**src/rtl/axi_sched_pkg.sv**
```systemverilog
// Shared constants, FSM encoding and helpers for the AXI AW scheduler.
package axi_sched_pkg;

    localparam int NUM_MASTERS = 4;
    localparam int IDX_W       = 2;
    localparam int CNT_W       = 5;

    typedef enum logic {
        ST_IDLE  = 1'b0,
        ST_GRANT = 1'b1
    } aw_state_e;

    // Master index to one-hot select vector.
    function automatic logic [NUM_MASTERS-1:0] idx_to_onehot(input logic [IDX_W-1:0] idx);
        logic [NUM_MASTERS-1:0] oh;
        oh      = '0;
        oh[idx] = 1'b1;
        return oh;
    endfunction

endpackage

```
**src/rtl/axi_order_fifo.sv**
```systemverilog
// Write-order FIFO: records which master won each AW handshake so W data
// is granted in the same order. Push on full and pop on empty are ignored.
module axi_order_fifo
    import axi_sched_pkg::*;
#(
    parameter int DEPTH = 4
) (
    input  logic             clk,
    input  logic             rst,
    input  logic             push,
    input  logic [IDX_W-1:0] push_idx,
    input  logic             pop,
    output logic [IDX_W-1:0] head_idx,
    output logic [CNT_W-1:0] count,
    output logic             empty,
    output logic             full
);

    localparam int PTR_W = (DEPTH > 1) ? $clog2(DEPTH) : 1;

    logic [IDX_W-1:0] mem_q [DEPTH];
    logic [PTR_W-1:0] wr_ptr_q, wr_ptr_d;
    logic [PTR_W-1:0] rd_ptr_q, rd_ptr_d;
    logic [CNT_W-1:0] count_q, count_d;
    logic             do_push;
    logic             do_pop;

    assign empty    = (count_q == '0);
    assign full     = (count_q == CNT_W'(DEPTH));
    assign do_push  = push & ~full;
    assign do_pop   = pop & ~empty;
    assign head_idx = mem_q[rd_ptr_q];
    assign count    = count_q;

    // Next pointers and occupancy; pointers wrap naturally since depth is a power of 2.
    always_comb begin
        wr_ptr_d = wr_ptr_q;
        rd_ptr_d = rd_ptr_q;
        count_d  = count_q;
        if (do_push) wr_ptr_d = wr_ptr_q + 1'b1;
        if (do_pop)  rd_ptr_d = rd_ptr_q + 1'b1;
        case ({do_push, do_pop})
            2'b10:   count_d = count_q + 1'b1;
            2'b01:   count_d = count_q - 1'b1;
            default: count_d = count_q;
        endcase
    end

    // Pointer and occupancy registers; reset empties the queue.
    always_ff @(posedge clk) begin
        if (rst) begin
            wr_ptr_q <= '0;
            rd_ptr_q <= '0;
            count_q  <= '0;
        end else begin
            wr_ptr_q <= wr_ptr_d;
            rd_ptr_q <= rd_ptr_d;
            count_q  <= count_d;
        end
    end

    // Entry storage; contents are only meaningful between the pointers.
    always_ff @(posedge clk) begin
        if (do_push) mem_q[wr_ptr_q] <= push_idx;
    end

endmodule

```
**src/rtl/axi_aw_scheduler.sv**
```systemverilog
// AXI write-address arbiter for four masters with in-order W-data steering.
// AW grants are round-robin and registered; each accepted AW queues the
// winner so the W channel is handed to masters in address order.
module axi_aw_scheduler
    import axi_sched_pkg::*;
#(
    parameter int OUTSTANDING_DEPTH = 4,
    parameter int NUM_MASTERS       = 4
) (
    input  logic                   ACLK,
    input  logic                   ARESET,
    input  logic [NUM_MASTERS-1:0] AW_REQ_MI,
    output logic [NUM_MASTERS-1:0] AW_GNT_MI,
    output logic                   AWVALID_S,
    input  logic                   AWREADY_S,
    output logic [NUM_MASTERS-1:0] W_MASGNT_MI,
    input  logic                   WVALID_SEL,
    input  logic                   WLAST_SEL,
    input  logic                   WREADY_S,
    output logic [CNT_W-1:0]       WR_COUNT,
    output logic                   W_ORDER_ERR
);

    aw_state_e              state_q;
    logic [NUM_MASTERS-1:0] gnt_q;
    logic                   awvalid_q;
    logic [IDX_W-1:0]       winner_q;
    logic [IDX_W-1:0]       last_winner_q;
    logic                   err_q, err_d;

    logic [IDX_W-1:0]       rr_pick;
    logic                   rr_found;
    logic                   can_grant;
    logic                   aw_hs;
    logic                   wlast_hs;
    logic                   fifo_pop;
    logic [IDX_W-1:0]       fifo_head;
    logic [CNT_W-1:0]       fifo_count;
    logic                   fifo_empty;
    logic                   fifo_full;

    assign aw_hs     = (state_q == ST_GRANT) & awvalid_q & AWREADY_S;
    assign wlast_hs  = WVALID_SEL & WREADY_S & WLAST_SEL;
    assign fifo_pop  = wlast_hs & ~fifo_empty;
    // A grant is only started with room left, so the in-flight AW always fits.
    assign can_grant = (|AW_REQ_MI) && (fifo_count < CNT_W'(OUTSTANDING_DEPTH));

    // Round-robin search starting one past the last winner.
    always_comb begin
        logic [IDX_W-1:0] cand;
        rr_pick  = last_winner_q + 1'b1;
        rr_found = 1'b0;
        cand     = '0;
        for (int i = 0; i < 4; i++) begin
            cand = last_winner_q + IDX_W'(i + 1);
            if (!rr_found && AW_REQ_MI[cand]) begin
                rr_pick  = cand;
                rr_found = 1'b1;
            end
        end
    end

    // AW FSM: grant is latched on entry to GRANT and held until the slave accepts.
    always_ff @(posedge ACLK) begin
        if (ARESET) begin
            state_q       <= ST_IDLE;
            gnt_q         <= '0;
            awvalid_q     <= 1'b0;
            winner_q      <= '0;
            last_winner_q <= 2'd3;
        end else begin
            case (state_q)
                ST_IDLE: begin
                    if (can_grant) begin
                        state_q   <= ST_GRANT;
                        gnt_q     <= idx_to_onehot(rr_pick);
                        awvalid_q <= 1'b1;
                        winner_q  <= rr_pick;
                    end
                end
                ST_GRANT: begin
                    if (aw_hs) begin
                        state_q       <= ST_IDLE;
                        gnt_q         <= '0;
                        awvalid_q     <= 1'b0;
                        last_winner_q <= winner_q;
                    end
                end
                default: begin
                    state_q   <= ST_IDLE;
                    gnt_q     <= '0;
                    awvalid_q <= 1'b0;
                end
            endcase
        end
    end

    // A WLAST with nothing queued means the W stream is out of step with AW.
    always_comb begin
        err_d = wlast_hs & fifo_empty;
    end

    // Registered one-cycle order-error pulse.
    always_ff @(posedge ACLK) begin
        if (ARESET) err_q <= 1'b0;
        else        err_q <= err_d;
    end

    axi_order_fifo #(
        .DEPTH (OUTSTANDING_DEPTH)
    ) u_order_fifo (
        .clk      (ACLK),
        .rst      (ARESET),
        .push     (aw_hs),
        .push_idx (winner_q),
        .pop      (fifo_pop),
        .head_idx (fifo_head),
        .count    (fifo_count),
        .empty    (fifo_empty),
        .full     (fifo_full)
    );

    assign AW_GNT_MI   = gnt_q;
    assign AWVALID_S   = awvalid_q;
    assign W_MASGNT_MI = fifo_empty ? '0 : idx_to_onehot(fifo_head);
    assign WR_COUNT    = fifo_count;
    assign W_ORDER_ERR = err_q;

endmodule

```
**config.mk**
```make
export PLATFORM = sky130hd
export DESIGN_NAME = axi_aw_scheduler
export DESIGN_NICKNAME = d
export VERILOG_FILES = /design/src/rtl/axi_sched_pkg.sv /design/src/rtl/axi_order_fifo.sv /design/src/rtl/axi_aw_scheduler.sv
export SDC_FILE = /design/constraint.sdc
export NUM_CORES = 1
export LEC_CHECK = 0
export ABC_AREA = 1
export BUFFER_PORTS_ARGS = -buffer_cell sky130_fd_sc_hd__clkbuf_2
export CORE_MARGIN = 5
export CORE_UTILIZATION = 60
export DETAILED_ROUTE_END_ITERATION = 7
export PLACE_DENSITY = 0.83
export SLEW_MARGIN = 20
export SYNTH_ARGS = -nofsm -noshare
export SYNTH_HDL_FRONTEND = slang
export SYNTH_SLANG_ARGS = --single-unit
```
**constraint.sdc**
```tcl
create_clock -name ACLK -period 5.07 [get_ports ACLK]
set_input_delay 0.507 -clock ACLK [delete_from_list [all_inputs] [get_ports ACLK]]
set_output_delay 0.507 -clock ACLK [all_outputs]
set_load 0.03 [all_outputs]
```
==> flow_summary.yaml, run 1 <==
outcome:
  outcome: "finished, final reports clean"
timing:
  finalSetupTns_ns: 0
  maxSlewViolCount: 0
  rsz0062_at_grt: "false"
  finalCritPeriodShare: 0.5305
  setup_viol_count_final: 0
  finClkSkew_ns: 0.008355
  setup_ws_ns: 2.380
  fmax_mhz: 371.8
  hold_violations: 0
  worst_slew_pin_slew_ns: 0.5846
  period_needed_ns: 2.690
  slew_headroom: 0.6077
route:
  viasPerCell: 5.169
  wl_mm: 3.214
  dr.pass1.iters: 4
  route.detailed.drc: 0
  drt-initial-drc-count: 70
  dr_total_vias: 1530
  final_antenna_net_count: 0
  wl_per_cell_um: 10.86
critical_path:
  cp-end-kind: "flop"
  cpPeakStageDelay_ns: 0.48
  crit_family: "compound AO/OA/AOI/OAI gates"
  worstPathArrival_ns: 2.95
  cp-start-kind: "flop"
  cp_cell_sequence: "nor2_1 > nand3_1 > o21ai_1 > ha_1 > xor2_1 > ha_1 > a21o_1 > nand2_1 > nand2_1 > a21oi_1 > xor2_1 > nand2_1 > a21oi_1"
  path_buf_inv: 0
  critPathMaxFanout: 10
  required_ns: 5.33
  critPathKind: "reg -> reg"
  crit_path_top_delay_cell: "o21ai_1"
  cp_common_cell: "nand2_1"
global_route:
  grt_antenna_before_repair: 0
  grt_max_degree: 14
  grt_pass1_wl_mm: 5.637
  grt_pass1_vias: 1331
  grt_use_total: 0.1749
  overflow: 0
power_and_ir_drop:
  irDropWorstVdd_v: 0.0002541
  total_power_w: 0.0006310
  p_leak_nw: 0.9914
  power_density_nw_per_um2: 332.9
synth:
  syn-num-nets: 254
  yosysWarningCount: 0
  ys_ff_latch: 30
  synth_seq_area_share: 0.3977
  syn_area_per_cell_um2: 7.253
  syn_area_um2: 1712
  syn_inst: 236
  synth_cell_type_count: 26
clocking:
  clk_pin_slew_ns: 0.10
  root_buffer: "clkbuf_4"
  cts_tree: "built"
  ctsLongestPathBuffers: 2
  clock_latency_ns: 0.33
  ctsResizeCount: 0
  clock_sinks: 30
  numCtsBuffers: 5
  hold_buffers: 0
  htree_levels: 2
  post-cts-setup-buffers: 0
flow_run:
  drv_cap: 0
floorplan:
  row_count: 19
  dieWidth_um: 63.41
  core_area_um2: 2734
  die_h_um: 63.41
  io_pins: 25
  die_area_um2: 4021
  initial_utilization: 0.6261
min_path:
  hold_path.class: "in -> reg"
placement:
  placed_cell_area_um2: 1844
  dp_slack_ns: 2.337
  dp_hpwl_mm: 2.520
  io_buffers: 24
  gp_congestion: 0.9136
finish:
  antenna_cells: 0
  fin_nets: 282
  fillers: 234
  stdcell_area_um2: 1896
  layout-drive-gt1-share: 0.1962
  seqCellArea_um2: 680.7
  area_growth_pct: 10.75
  multi_input_area_um2: 884.6
state kept, by name, indices dropped and copies added, names as in the netlist, named ones only:
signal	flops
u_order_fifo.mem_q	8
u_order_fifo.count	5
AW_GNT_MI	4
last_winner_q	2
u_order_fifo.rd_ptr_q	2
u_order_fifo.wr_ptr_q	2
winner_q	2
AWVALID_S	1
W_ORDER_ERR	1
state_q	1
path summary, 6_finish.rpt:
kind	startpoint	end	slack, ns	depth (start not counted)
setup / recovery	u_order_fifo.count[0]	u_order_fifo.count[4]	2.38	13
hold / removal	WREADY_S	W_ORDER_ERR	0.46	3
setup reg to reg	u_order_fifo.count[0]	u_order_fifo.count[4]	2.38	13
hold reg to reg	u_order_fifo.rd_ptr_q[0]	u_order_fifo.rd_ptr_q[0]	0.48	1
cell families after synthesis:
family | count (synthesis) | share of synthesized area
XOR/XNOR | 6 | 0.03070
buffers and inverters | 35 | 0.08552
AO/OA/AOI/OAI | 33 | 0.1053
adder cells (fa/ha/maj) | 8 | 0.05848
AND/OR/NAND/NOR | 124 | 0.3224
flip-flops | 30 | 0.3977
where the power goes:
group	switching, W	internal (W)
Clock	0.0000795	0.0000527
Sequential	0.0000233	0.000272
Combinational	0.000139	0.0000642
Total	0.000242	0.000389
metal layers:
| metal | vias to the layer above | wire [um] | global-route usage |
|---|---|---|---|
| li1 | 810 | - | - |
| met4 | 0 | 53 | 0.07273 |
| met1 | 659 | 1500 | 0.2308 |
| met2 | 55 | 1406 | 0.2602 |
| met3 | 6 | 254 | 0.05861 |
| met5 | - | 0 | 0 |
area by class of cell:
type | count | share of cell area
clock inverters | 2 | 0.005281
inverters | 32 | 0.06337
flip-flops and latches | 30 | 0.3591
multi-input cells | 171 | 0.4667
repair buffers | 24 | 0.06337
clock buffers | 6 | 0.02178
well taps | 31 | 0.02046
synth_stat cells:
master | n | area, um2
a21o_1 | 1 | 7.510
a21oi_1 | 16 | 80.08
a21oi_2 | 1 | 8.760
a32oi_1 | 1 | 8.760
buf_1 | 1 | 3.750
buf_6 | 2 | 22.52
dfxtp_1 | 22 | 440.4
edfxtp_1 | 8 | 240.2
ha_1 | 8 | 100.1
inv_1 | 28 | 105.1
inv_2 | 4 | 15.01
nand2_1 | 62 | 232.7
nand2_2 | 12 | 75.07
nand2_4 | 2 | 22.52
nand3_1 | 19 | 95.09
nand4_1 | 2 | 12.51
nor2_1 | 23 | 86.33
nor2_2 | 1 | 6.260
nor2_4 | 1 | 11.26
nor3_1 | 2 | 10.01
o211ai_1 | 1 | 7.510
o21ai_0 | 11 | 55.05
o21ai_1 | 1 | 5.000
o21bai_1 | 1 | 7.510
xnor2_1 | 1 | 8.760
xor2_1 | 5 | 43.79
worst register-to-register path: cells and delay by family, from the launching register on:
family	cells	cell delay, ns
AO/OA/AOI/OAI	4	0.96
XOR/XNOR	2	0.28
adder cells (fa/ha/maj)	2	0.56
flip-flops	1	0.37
AND/OR/NAND/NOR	5	0.45
stage by stage:
stage / util / cells / hold WS, ns
after global routing: 0.6934 / 296 / 0.4713
after global placement: 0.6746 / 288 / 0.4591
after detailed placement: 0.6746 / 288 / 0.4679
after floorplan: - / 236 / 0.4357
after CTS: 0.6934 / 296 / 0.4527
final: 0.6934 / 296 / 0.4595
layout by cell type, fill, tap and decap left out, drive strengths merged:
master  instances
nor2           25
clkbuf         30
nor3            2
clkinv          2
xor2            5
nand2          76
edfxtp          8
dfxtp          22
a21o            1
inv            32
xnor2           1
nand4           2
ha              8
o211ai          1
a21oi          17
o21bai          1
nand3          19
o21ai          12
a32oi           1
(Power assumes the default switching activity.)
==> run 2: changes to the inputs <==
CORE_UTILIZATION = 56   (was 60)
PLACE_DENSITY = 0.78   (was 0.83)
clock period = 2.8 ns   (was 5.07 ns; I/O delays follow)
==> run 2 against run 1 <==
Sequential power grew 82%. Sequential cell count is the same. Count of clock-buffer cells in the layout is the same. Worst setup slack lost 2.0 ns. Via count shrank 1.1%. Hold slack lost 0.25 ns. Non-clock buffer count grew 1. Clock power grew 77%. First-iteration DRC count shrank 29%. Critical path depth grew 1. Global-route usage shrank 0.23 points. Core utilization shrank 5.8 points.
==> flow_summary.yaml, run 2 (synthesis results as in run 1) <==
critical_path:
  ff2ff_path_depth: 14
  worstPathArrival_ns: 2.67
  cp_common_cell: "nand2_1"
  required_ns: 3.05
  cp_cell_sequence: "nor3_2 > nand2_1 > nand4_1 > inv_1 > ha_1 > xor2_1 > ha_1 > a21o_1 > nand2_1 > nand2_1 > a21oi_1 > xor2_1 > nand2_1 > a21oi_1"
  crit_path_top_delay_cell: "dfxtp_1"
  critPathKind: "reg -> reg"
  r2r-start: "u_order_fifo.count[4]"
  cp-end-kind: "flop"
  critPathMaxFanout: 6
  reg2reg_slack_ns: 0.37
  r2r-end: "u_order_fifo.count[4]"
  cp-start-kind: "flop"
  cpPeakStageDelay_ns: 0.38
finish:
  largest_reg_flops: 8
  fin_util: 0.6358
  layout-drive-gt1-share: 0.1992
  fillers: 286
  final_cell_mix: "nand2_1, inv_1, clkbuf_2"
  final_common_cell: "nand2_1"
  fin_nets: 283
  regMostFlops: "u_order_fifo.mem_q"
  area_growth_pct: 11.55
  antenna_cells: 0
  final_cells: 299
global_route:
  grt_pass1_wl_mm: 5.733
  grt_pass1_vias: 1328
  grt_use_total: 0.1725
  grt_max_degree: 14
  grt_antenna_before_repair: 0
  overflow: 0
placement:
  dp_hpwl_mm: 2.593
  dp_cells: 291
  gp_congestion: 0.9010
  io_buffers: 24
clocking:
  cts_tree: "built"
  hold_buffers: 0
  numCtsBuffers: 5
  clock_latency_ns: 0.31
  ctsLongestPathBuffers: 2
  post-cts-setup-buffers: 0
  ctsResizeCount: 0
  htree_levels: 2
  clock_sinks: 30
  root_buffer: "clkbuf_4"
  clk_pin_slew_ns: 0.09
route:
  wl_mm: 3.300
  wl_per_cell_um: 11.04
  dr_total_vias: 1513
  route.detailed.drc: 0
  final_antenna_net_count: 0
  dr.pass1.iters: 6
  drt-initial-drc-count: 50
  viasPerCell: 5.060
power_and_ir_drop:
  power_density_nw_per_um2: 598.4
  irDropWorstVdd_v: 0.0003616
  p_leak_nw: 0.9945
min_path:
  min_to: "W_ORDER_ERR"
  hold_path.class: "in -> reg"
  hp-start: "WREADY_S"
  whs_path_depth: 3
timing:
  rsz0062_at_grt: "false"
  fmax_mhz: 411.9
  worst_slew_pin_slew_ns: 0.4360
  slew_headroom: 0.7090
  maxSlewViolCount: 0
  finalSetupTns_ns: 0
  finalCritPeriodShare: 0.8670
  finClkSkew_ns: 0.003584
  setup_viol_count_final: 0
  hold_violations: 0
  period_needed_ns: 2.428
outcome:
  outcome: "finished, final reports clean"
floorplan:
  die_h_um: 65.29
  die_area_um2: 4262
  row_count: 20
  initial_utilization: 0.5700
  core_area_um2: 3003
  dieWidth_um: 65.29
  io_pins: 25
flow_run:
  drv_cap: 0
==> run 2: cell type report <==
| class | instances | area, um2 | area share |
|---|---|---|---|
| inverter | 32 | 120.1 | 0.06291 |
| clock buffer | 6 | 41.29 | 0.02163 |
| timing repair buffer | 25 | 127.6 | 0.06684 |
| clock inverter | 2 | 8.758 | 0.004587 |
| sequential | 30 | 680.7 | 0.3565 |
| tap | 33 | 41.29 | 0.02163 |
| multi-input combinational | 171 | 889.6 | 0.4659 |
==> run 2: critical path, delay by kind of cell (launching register included) <==
| family | cells | cell delay (ns) |
|---|---|---|
| adders and majority gates | 2 | 0.49 |
| AOI/OAI and AO/OA | 3 | 0.42 |
| xor gates and xnor gates | 2 | 0.34 |
| and+or+nand+nor | 6 | 0.63 |
| buffers and inverters | 1 | 0.09 |
| DFF | 1 | 0.38 |
==> run 2: where the power goes <==
part           internal [W]  switching [W]
Clock             0.0000942       0.000139
Combinational      0.000119       0.000253
Sequential         0.000493      0.0000453
Total              0.000706       0.000436
==> run 2: worst max path at each step <==
stage                                startpoint  slack, ns  cells after the start               endpoint
after floorplan           u_order_fifo.count[2]       0.32                     12  u_order_fifo.count[4]
after global placement    u_order_fifo.count[2]       0.45                     14  u_order_fifo.count[4]
after detailed placement  u_order_fifo.count[4]       0.36                     14  u_order_fifo.count[4]
after CTS                 u_order_fifo.count[2]       0.31                     14  u_order_fifo.count[4]
after global routing      u_order_fifo.count[2]       0.08                     14  u_order_fifo.count[4]
final                     u_order_fifo.count[4]       0.37                     14  u_order_fifo.count[4]
==> run 2: through the flow <==
| step | hold slack [ns] | power, W | setup slack, ns | instance area (um2) |
|---|---|---|---|---|
| floorplan | 0.4166 | 0.0008288 | 0.3154 | 1712 |
| global placement | 0.4564 | 0.0009125 | 0.4523 | 1854 |
| detailed placement | 0.4626 | 0.0009180 | 0.3643 | 1854 |
| CTS | 0.2112 | 0.001151 | 0.3066 | 1904 |
| global route | 0.2050 | 0.001226 | 0.08222 | 1909 |
| finish | 0.2128 | 0.001143 | 0.3723 | 1909 |
==> run 2: metal layers <==
| metal | part of all wire | track usage | vias up | wire (um) |
|---|---|---|---|---|
| met3 | 0.054 | 0.04103 | 6 | 179 |
| met2 | 0.43 | 0.2781 | 38 | 1429 |
| met1 | 0.50 | 0.2245 | 657 | 1647 |
| li1 | - | - | 812 | - |
| met5 | 0 | 0 | - | 0 |
| met4 | 0.013 | 0.06218 | 0 | 44 |
==> run 3: changes to the inputs <==
CORE_MARGIN = default   (was 5)
==> run 3 against run 2 <==
The run now ends with DRC left. Non-clock buffer count unchanged. Cell count down 0.67%. Via count about the same. Total power up 2.3%. Sequential power about the same. Routed wire length down 5.7%. Clock power up 13%. First-iteration DRC count unchanged. Clock skew up 0.0058 ns. Sequential share of layout area about the same. Worst setup slack worse by 0.052 ns. Critical path type unchanged.
==> flow_summary.yaml, run 3 (synthesis results as in run 1) <==
finish:
  final_cell_mix: "nand2_1, inv_1, clkbuf_2"
  regMostFlops: "u_order_fifo.mem_q"
  layout-drive-gt1-share: 0.1992
  fin_nets: 283
  area_growth_pct: 11.70
  antenna_cells: 0
  largest_reg_flops: 8
  final_common_cell: "nand2_1"
critical_path:
  critPathLaunch: "u_order_fifo.count[2]"
  critPathMaxFanout: 6
  worstPathArrival_ns: 2.74
  r2r-start: "u_order_fifo.count[2]"
  critPathKind: "reg -> reg"
  endpoint: "u_order_fifo.count[4]"
  cp-end-kind: "flop"
  reg2reg_slack_ns: 0.32
  cp-start-kind: "flop"
  required_ns: 3.06
  r2r-end: "u_order_fifo.count[4]"
  ff2ff_path_depth: 14
global_route:
  overflow: 0
  grt_use_total: 0.2141
  grt_pass1_vias: 1254
  grt_max_degree: 14
  grt_antenna_before_repair: 0
  grt_pass1_wl_mm: 5.333
power_and_ir_drop:
  power_density_nw_per_um2: 611.2
  p_leak_nw: 0.9989
  irDropWorstVdd_v: 0.0004343
  total_power_w: 0.001169
clocking:
  hold_buffers: 0
  ctsResizeCount: 0
  cts_tree: "built"
  post-cts-setup-buffers: 0
  clock_sinks: 30
  clock_latency_ns: 0.33
  clk_pin_slew_ns: 0.09
  numCtsBuffers: 5
  htree_levels: 2
  ctsLongestPathBuffers: 2
  root_buffer: "clkbuf_4"
route:
  final_antenna_net_count: 0
  wl_per_cell_um: 10.48
  viasPerCell: 5.091
  top_layer: "met4"
  drt-initial-drc-count: 50
  route.detailed.drc: 2
  dr_wl_met3_um: 181
  wl_mm: 3.112
  wl_met1_mm: 1.600
  wl_met2_mm: 1.294
  dr.pass1.iters: 8
  dr_total_vias: 1512
timing:
  rsz0062_at_grt: "false"
  setup_ws_ns: 0.3199
  fmax_mhz: 403.2
  hold_violations: 0
  finalSetupTns_ns: 0
  setup_viol_count_final: 0
  finalCritPeriodShare: 0.8857
  slew_headroom: 0.7108
  finClkSkew_ns: 0.009340
  maxSlewViolCount: 0
  worst_slew_pin_slew_ns: 0.4332
  period_needed_ns: 2.480
floorplan:
  row_count: 19
  io_pins: 25
  die_area_um2: 3282
  initial_utilization: 0.6050
  die_h_um: 57.29
  dieWidth_um: 57.29
  core_area_um2: 2829
flow_run:
  drv_cap: 0
min_path:
  whs_path_depth: 3
  hold_path.class: "in -> reg"
placement:
  gp_congestion: 0.8462
  io_buffers: 24
  dp_hpwl_mm: 2.425
  dp_slack_ns: 0.3804
outcome:
  violations: "DRC"
  outcome: "finished with violations"
-- run 3: cell count changes in the layout (fill, tap and decap cells not counted), sizes merged --
cell,delta
clkinv,-1
clkbuf,+1
-- run 3: area by class of cell --
cell class / instances / area, um2
flip-flops and latches: 30 / 680.7
fillers: 258 / 917.1
repair buffers: 25 / 127.6
clock buffers: 7 / 55.05
multi-input cells: 171 / 884.6
clock inverters: 1 / 5.005
inverters: 32 / 120.1
well taps: 31 / 38.79
-- run 3: routing by layer --
metal / vias to the layer above / GRT usage
li1: 811 / -
met1: 645 / 0.2907
met2: 49 / 0.3210
met3: 7 / 0.07256
met4: 0 / 0.07317
met5: - / 0
-- run 3: power by group --
group	switching [W]	total (W)	internal, W
registers	0.0000415	0.000535	0.000493
clock network	0.000142	0.000263	0.000121
logic	0.000252	0.000371	0.000118
total	0.000436	0.00117	0.000733
-- run 3: worst min-delay path by stage --
| stage | endpoint | start | slack (ns) |
|---|---|---|---|
| floorplan | W_ORDER_ERR | WREADY_S | 0.42 |
| global placement | u_order_fifo.rd_ptr_q[0] | u_order_fifo.rd_ptr_q[0] | 0.46 |
| detailed placement | flop | u_order_fifo.rd_ptr_q[1] | 0.45 |
| CTS | W_ORDER_ERR | WREADY_S | 0.19 |
| global route | W_ORDER_ERR | WVALID_SEL | 0.21 |
| finish | W_ORDER_ERR | WREADY_S | 0.24 |
-- run 3: critical path, cell delays in order (launching register included) --
cell	delay, ns
dfxtp_1	0.37
nor3_1	0.26
nand2_1	0.15
nand4_1	0.10
inv_1	0.09
ha_1	0.30
xor2_1	0.19
ha_1	0.20
a21o_1	0.17
nand2_1	0.07
nand2_1	0.05
a21oi_1	0.14
xor2_1	0.16
nand2_1	0.06
a21oi_1	0.11
-- run 3: per-stage QoR --
stage,cells,instance area (um2),hold slack (ns),utilization
after floorplan,236,1712,0.4166,-
after detailed placement,289,1852,0.4543,0.6546
after CTS,297,1912,0.1937,0.6758
final,297,1912,0.2365,0.6758
after global routing,297,1912,0.2076,0.6758
after global placement,289,1852,0.4590,0.6546
